**src/rtl/led_scan_pkg.sv**
```systemverilog
// Shared constants and types for the 8x8 LED matrix scan driver.
package led_scan_pkg;
    localparam int NUM_COLS = 8;
    localparam int NUM_ROWS = 8;
    localparam int SEL_W    = 3;

    localparam logic [7:0] DEC_ALL_OFF = 8'hFF;

    typedef logic [SEL_W-1:0] sel_t;
    typedef logic [7:0]       dec_t;
endpackage

```
**src/rtl/decoder_3to8_n.sv**
```systemverilog
// 74HC138-style 3-to-8 decoder: two active-low enables, one active-high enable,
// active-low one-cold outputs.
module decoder_3to8_n
    import led_scan_pkg::*;
(
    input  sel_t       sel,
    input  logic [1:0] en_n,
    input  logic       en,
    output dec_t       dec_n
);

    always_comb begin
        dec_n = DEC_ALL_OFF;
        if (en_n == 2'b00 && en) begin
            dec_n[sel] = 1'b0;
        end
    end

endmodule

```
**src/rtl/led_matrix_scan_driver.sv**
```systemverilog
// 8x8 LED matrix scan driver: prescaler, cascaded column/row counters, two decoders
// and the column extender/AND array. Define LED_OUT_REG_EN to register led_matrix.
module led_matrix_scan_driver
    import led_scan_pkg::*;
#(
    parameter int SCAN_DIV = 1
) (
    input  logic                       clk,
    input  logic                       rst,
    input  logic [1:0]                 col_en_n,
    input  logic                       col_en,
    input  logic [1:0]                 row_en_n,
    input  logic                       row_en,
    output logic [SEL_W-1:0]           col_sel,
    output logic [SEL_W-1:0]           row_sel,
    output logic [7:0]                 col_dec_n,
    output logic [7:0]                 row_dec_n,
    output logic [NUM_COLS*NUM_ROWS-1:0] led_matrix
);

    // 8 bits covers the full 1..256 divide range (terminal count 0..255).
    localparam logic [7:0] PRESC_MAX = 8'(SCAN_DIV - 1);

    logic [7:0] presc_q, presc_d;
    sel_t       col_q, col_d;
    sel_t       row_q, row_d;
    logic       step;

    assign step = (presc_q == PRESC_MAX);

    always_comb begin
        presc_d = step ? 8'd0 : presc_q + 8'd1;
        col_d   = col_q;
        row_d   = row_q;
        if (step) begin
            col_d = col_q + 3'd1;
            if (col_q == 3'd7) begin
                row_d = row_q + 3'd1;
            end
        end
    end

    always_ff @(posedge clk) begin
        if (rst) begin
            presc_q <= 8'd0;
            col_q   <= '0;
            row_q   <= '0;
        end else begin
            presc_q <= presc_d;
            col_q   <= col_d;
            row_q   <= row_d;
        end
    end

    assign col_sel = col_q;
    assign row_sel = row_q;

    decoder_3to8_n u_col_dec (
        .sel   (col_q),
        .en_n  (col_en_n),
        .en    (col_en),
        .dec_n (col_dec_n)
    );

    decoder_3to8_n u_row_dec (
        .sel   (row_q),
        .en_n  (row_en_n),
        .en    (row_en),
        .dec_n (row_dec_n)
    );

    logic [NUM_COLS*NUM_ROWS-1:0] led_comb;

    // Each column's select bit is widened to a full word and gates the row pattern.
    for (genvar k = 0; k < NUM_COLS; k++) begin : g_col
        assign led_comb[k*NUM_ROWS +: NUM_ROWS] = row_dec_n & ~{NUM_ROWS{col_dec_n[k]}};
    end

`ifdef LED_OUT_REG_EN
    logic [NUM_COLS*NUM_ROWS-1:0] led_q;

    always_ff @(posedge clk) begin
        if (rst) begin
            led_q <= '0;
        end else begin
            led_q <= led_comb;
        end
    end

    assign led_matrix = led_q;
`else
    assign led_matrix = led_comb;
`endif

endmodule

```
**config.mk**
```make
export PLATFORM = sky130hd
export DESIGN_NAME = led_matrix_scan_driver
export DESIGN_NICKNAME = d
export VERILOG_FILES = /design/src/rtl/led_scan_pkg.sv /design/src/rtl/decoder_3to8_n.sv /design/src/rtl/led_matrix_scan_driver.sv
export SDC_FILE = /design/constraint.sdc
export NUM_CORES = 1
export LEC_CHECK = 0
export CORE_UTILIZATION = 30
export CTS_BUF_LIST = sky130_fd_sc_hd__clkbuf_16
export DETAILED_ROUTE_END_ITERATION = 16
export DONT_BUFFER_PORTS = 1
export GPL_ROUTABILITY_DRIVEN = 0
export GPL_TIMING_DRIVEN = 0
export PLACE_DENSITY = 0.55
export SETUP_SLACK_MARGIN = 0.5
export SYNTH_ARGS = -nofsm -noshare
export SYNTH_HDL_FRONTEND = slang
export SYNTH_SLANG_ARGS = --single-unit
```
**constraint.sdc**
```tcl
create_clock -name clk -period 2.3 [get_ports clk]
set_input_delay 0.345 -clock clk [delete_from_list [all_inputs] [get_ports clk]]
set_output_delay 0.345 -clock clk [all_outputs]
set_load 0.01 [all_outputs]
```
; After elaboration in Yosys (flattened, before gate mapping)
; Cells that the tools add are included.
[totals]
word_cells = 44
regBits = 14
input_bits = 8
output_inout_bits = 86
[classes]
n_reduce_logical = 9
bitwise_logic = 18
n_addsub = 3
eq_ne = 1
order_cmp = 4
n_mux = 6
[ops]
columns = op, count
row1 = NOT 8 bit, 10
row2 = AND 8 bit, 8
row3 = two-way mux 8 bit, 2
row4 = "adder 8 x 1 -> 8 bit, second input constant", 1
row5 = zero test 8 bit, 1
row6 = "< comparator 3 x 4 -> 1 bit, second input constant", 2
row7 = "adder 3 x 1 -> 3 bit, second input constant", 2
row8 = demux 1 bit (select 3 bit), 2
row9 = "greater-or-equal comparator 3 x 1 -> 1 bit, second input constant", 2
row10 = logical AND 1 bit, 4
row11 = zero test 2 bit, 2
row12 = "== test 3 bit, second input constant", 1
row13 = two-way mux 1 bit, 2
row14 = AND reduction 2 bit, 1
row15 = OR reduction 2 bit, 1

; Longest topological paths before layout
[depth]
depth_word = 8
mapped_depth = 5
ltp_nobuf = 5

; Cells and area by module
; A second synthesis with hierarchy kept.
[hier_totals]
hier_cells = 162
hier_area_um2 = 1209.9
[modules_own_cells]
columns = module, area_each_um2, cells_each, n_inst, seq_area_each_um2
row1 = led_matrix_scan_driver, 1044.8, 136, 1, 280.3
row2 = decoder_3to8_n, 82.6, 13, 2, 0.0

; Least setup slack after synthesis
; Ideal clock, no wire load.
[synth_path]
kind = reg2out
startpoint = register row_q[1] (netlist: row_sel[1])
endpoint = output led_matrix[48]
slack_ps = 465
arrival_ps = 1490
stages_incl_launch_ff = 5
t_required_ps = 1955
path_buffers = 1
path_cell_list = dfxtp_1 > or4b_1 > clkbuf_1 > nor3_2 > nor2_1
[synth_via]
elab_chain_cells = 7
elab_cells_between_ends = 8
cone_classes = 2 x order compare / 3 x mux / 2 x bitwise / 1 x reduce/logical
[synth_rtl]
columns = item, line
row1 = from (decl), led_matrix_scan_driver.sv:26  ; sel_t row_q, row_d;
row2 = from (signal assigned), led_matrix_scan_driver.sv:51  ; row_q <= row_d;
row3 = < comparator 3 x 4 -> 1 bit (not written as such) / greater-or-equal comparator 3 x 1 -> 1 bit (equally long branches), decoder_3to8_n.sv:15  ; dec_n[sel] = 1'b0;
row4 = logical AND 1 bit (not written as such), decoder_3to8_n.sv:15
row5 = two-way mux 1 bit (not written as such), decoder_3to8_n.sv:15
row6 = demux 1 bit (select 3 bit) *, n/a
row7 = NOT 8 bit (no line) *, n/a
row8 = two-way mux 8 bit *, decoder_3to8_n.sv:14  ; if (en_n == 2'b00 && en) begin
row9 = AND 8 bit *, led_matrix_scan_driver.sv:76  ; assign led_comb[k*NUM_ROWS +: NUM_ROWS] = row_dec_n & ~{NUM_ROWS{col_dec_n[k]}};
row10 = to (decl), led_matrix_scan_driver.sv:18  ; output logic [NUM_COLS*NUM_ROWS-1:0] led_matrix
; Mark *: on every way between the ends. The rest lies on a longest branch, timed or not.

; Final worst setup path
[layout_path]
startpoint = register row_q[1] (netlist: row_sel[1])
endpoint = output row_dec_n[4]
[layout_via]
elab_chain_cells = 6
elab_cells_between_ends = 7
cone_classes = 2 x order compare / 3 x mux / 1 x bitwise / 1 x reduce/logical
[layout_rtl]
columns = item, line
row1 = < comparator 3 x 4 -> 1 bit (not written as such) / greater-or-equal comparator 3 x 1 -> 1 bit (equally long branches), decoder_3to8_n.sv:15
row2 = logical AND 1 bit (not written as such), decoder_3to8_n.sv:15
row3 = two-way mux 1 bit (not written as such), decoder_3to8_n.sv:15
row4 = demux 1 bit (select 3 bit) *, n/a
row5 = NOT 8 bit (no line) *, n/a
row6 = two-way mux 8 bit *, decoder_3to8_n.sv:14
row7 = to (decl), led_matrix_scan_driver.sv:17  ; output logic [7:0] row_dec_n,
; Marked as above.

==> qor.yml <==
clock_network:
  cts_root_buf: "sky130_fd_sc_hd__clkbuf_16"
  numCtsBuffers: 3
  clock_tree_from_tritoncts: "done"
  worstSkewPairLatency_ns: 0.24
  cts_htree_levels: 1
  cts.path.max_buffers: 2
  clk_pin_slew_worst_paths_ns: 0.04
  total_of_hold_buffers_inserted_after_clock_tree_synthesis: 0
  clock_sinks: 14
sta:
  report.final.slew_viol_count: 0
  fin_worst_skew_ns: 0.000865
  setup_tns_ns: 0
  hold_viol_final: 0
  finalSetupViolCount: 0
  final_min_period_over_clock_period_pct: 86.4
  max_clock_freq_ghz: 0.503
  grt_setup_unrepaired: "true"
  holdWs_ns: 0.461
  max-slew-margin-rel_pct: 61.5
  worst-slew-pin-transition_ns: 0.576
  timing.final.crit_period_ns: 1.99
floorplan:
  die_w_um: 62.9
  starting_density_of_the_core_pct: 32.3
  core-area_mm2: 0.00344
  die_h_um: 62.9
  design.die.area_mm2: 0.00395
  io-pin-count: 94
  row_count: 21
yosys:
  post-synth-top-area-cell: "sky130_fd_sc_hd__dfxtp_1"
  synth_enable_flop_cells: 0
  post_synth_num_cell_types: 30
  netlist_area_mm2: 0.00111
  largest_cells_by_area_after_synthesis: "sky130_fd_sc_hd__dfxtp_1 25%, sky130_fd_sc_hd__nor2_1 25%, sky130_fd_sc_hd__ha_1 5.6%"
  syn_nets: 188
  synth_async_sr_flop_share_pct: 0
  yosysTopAreaCellShare_pct: 25.2
  synth_seq_cells: 14
  synth_warnings: 0
  synth_sequential_area_ratio_pct: 25.2
  yosysMostFrequentCell: "sky130_fd_sc_hd__nor2_1"
  synth.top_cells.by_count: "74 x sky130_fd_sc_hd__nor2_1, 14 x sky130_fd_sc_hd__dfxtp_1, 11 x sky130_fd_sc_hd__inv_1"
  postSynthCellCount: 175
  avgSynthCellArea_um2: 6.35
  synth_flop_cell: "sky130_fd_sc_hd__dfxtp_1"
placed_design:
  post_dp_area_mm2: 0.00117
  dp.cells: 221
  place.detailed.hpwl_um: 2480
  placement.io_buffers: 0
worst_setup_path:
  crit_chain: "or4b_4, buf_8, nor2_4, inv_1"
  origin_of_the_critical_flop_to_flop_path: "col_sel[1]"
  cp-end-kind: "output pin"
  crit_path_max_fanout: 9
  cp_slowest_stage_delay_ns: 0.49
  data_required_time_at_the_worst_endpoint_ns: 1.96
  reg2reg_to: "row_sel[0]"
  critical_path.startpoint_type: "flip-flop"
  crit_buf_inv: 2
  crit_family: "simple AND/OR/NAND/NOR gates"
  critPathKind: "flip-flop to output pin"
  setup.reg_to_reg.worst_slack_ns: 0.52
  cp_data_arrival_time_ns: 1.64
  r2r_cells: 5
  cpMaxStageDelayCell: "sky130_fd_sc_hd__or4b_4"
layout:
  final_cells: 242
  area_growth_syn_to_layout_pct: 65.4
  drive_above_1_share_pct: 46.9
  post-route-cell-area_mm2: 0.00184
  design.final.nets: 210
  diodes: 0
grt:
  grt_util_all_layers_pct: 17.7
  grt_start_max_net_pins: 10
  grt_overflow_total: 0
  number_of_global_route_vias_before_repair: 1030
  grt_antenna_before_repair: 0
  grt_pass1_wl_um: 5390
route:
  num_vias: 1331
  detail_route.first_pass.iterations: 4
  drt-initial-drc-count: 71
  detail-route-antenna-nets: 0
  drc: 0
  wl_um: 4070
  post_drt_via_cell_ratio: 5.50
  wire_per_inst_um: 16.8
power_and_ir_drop:
  power_leakage_uw: 0.000678
  power.ir.vdd_worst_v: 0.000492
  pwr_density_cell_mw_per_mm2: 371
  post-layout-total-power_uw: 681
run_status:
  run_status: "complete, no violations"
min_path:
  min-delay-path-class: "flip-flop to flip-flop"
  worst_hold_end: "presc_q[0]"
  whs_path_depth: 1
  min_delay_startpoint: "presc_q[0]"
flow_run:
  max-cap-violations: 0
metal layers:
layer / share of wire, % / track usage [%] / vias up
li1: - / - / 629
met1: 39 / 20.6 / 628
met2: 53 / 29.3 / 66
met3: 5.6 / 5.47 / 8
met4: 1.6 / 8.14 / 0
met5: 0 / 0 / -
how the worst max path moves through the flow:
stage | start | to | slack [ns] | cells past startpoint
after floorplan | row_sel[1] | led_matrix[49] | 0.53 | 4
final | row_sel[1] | row_dec_n[4] | 0.31 | 4
after CTS | row_sel[1] | led_matrix[8] | 0.26 | 5
after global routing | row_sel[1] | led_matrix[20] | 0.28 | 4
after global placement | col_sel[1] | led_matrix[60] | 0.31 | 4
after detailed placement | col_sel[1] | led_matrix[60] | 0.29 | 4
cells by family after synthesis:
logic type	after synthesis	share of synthesized area, %
and+or+nand+nor	117	50.8
adders and majority gates	5	5.63
DFF	14	25.2
xor gates and xnor gates	3	2.37
buffers and inverters	18	7.09
muxes	1	1.01
AOI/OAI and AO/OA	17	7.88
state kept, by name, summed over array words and instances (netlist names):
name / count
presc_q: 8
row_sel: 3
col_sel: 3
through the flow:
| stage | utilization [%] | setup slack, ns |
|---|---|---|
| floorplan | - | 0.534 |
| global placement | 34.1 | 0.314 |
| detailed placement | 34.1 | 0.293 |
| CTS | 42.9 | 0.258 |
| global route | 53.4 | 0.279 |
| finish | 53.4 | 0.314 |
cell usage in the layout, fill, tap and decap left out, types with 3 or more instances in the layout:
cell type / count
sky130_fd_sc_hd__nand4_1: 3
sky130_fd_sc_hd__nand2_1: 4
sky130_fd_sc_hd__ha_1: 5
sky130_fd_sc_hd__buf_12: 4
sky130_fd_sc_hd__o21ai_0: 8
sky130_fd_sc_hd__buf_6: 7
sky130_fd_sc_hd__clkbuf_16: 3
sky130_fd_sc_hd__dfxtp_4: 3
sky130_fd_sc_hd__dfxtp_1: 9
sky130_fd_sc_hd__inv_1: 10
sky130_fd_sc_hd__buf_4: 4
sky130_fd_sc_hd__nor2_2: 20
sky130_fd_sc_hd__or3_1: 5
sky130_fd_sc_hd__a21oi_1: 8
sky130_fd_sc_hd__nor2_4: 23
sky130_fd_sc_hd__nand3_1: 5
sky130_fd_sc_hd__nor2_1: 35
sky130_fd_sc_hd__nand2_4: 5
sky130_fd_sc_hd__nand3_4: 3
area by class of cell:
cell class | instances | area, µm²
multi-input cells | 147 | 1120
flip-flops and latches | 14 | 294
clock buffers | 3 | 75.1
repair buffers | 13 | 166
clock inverters | 1 | 3.75
inverters | 11 | 41.3
plain buffers | 7 | 77.6
well taps | 46 | 57.6
fillers | 303 | 1600
where the power goes:
group          switching, µW  internal (µW)  total (µW)
logic                   54.5           37.1        91.7
clock network           97.6            230         327
registers               14.9            247         262
total                    167            514         681
repair_timing:
action	4_1_cts	5_1_grt
setup buffers	2	10
pin swaps	4	10
setup endpoints to repair	78	72
resized for setup	56	66
cloned	3	2
(Power assumes the default switching activity.)
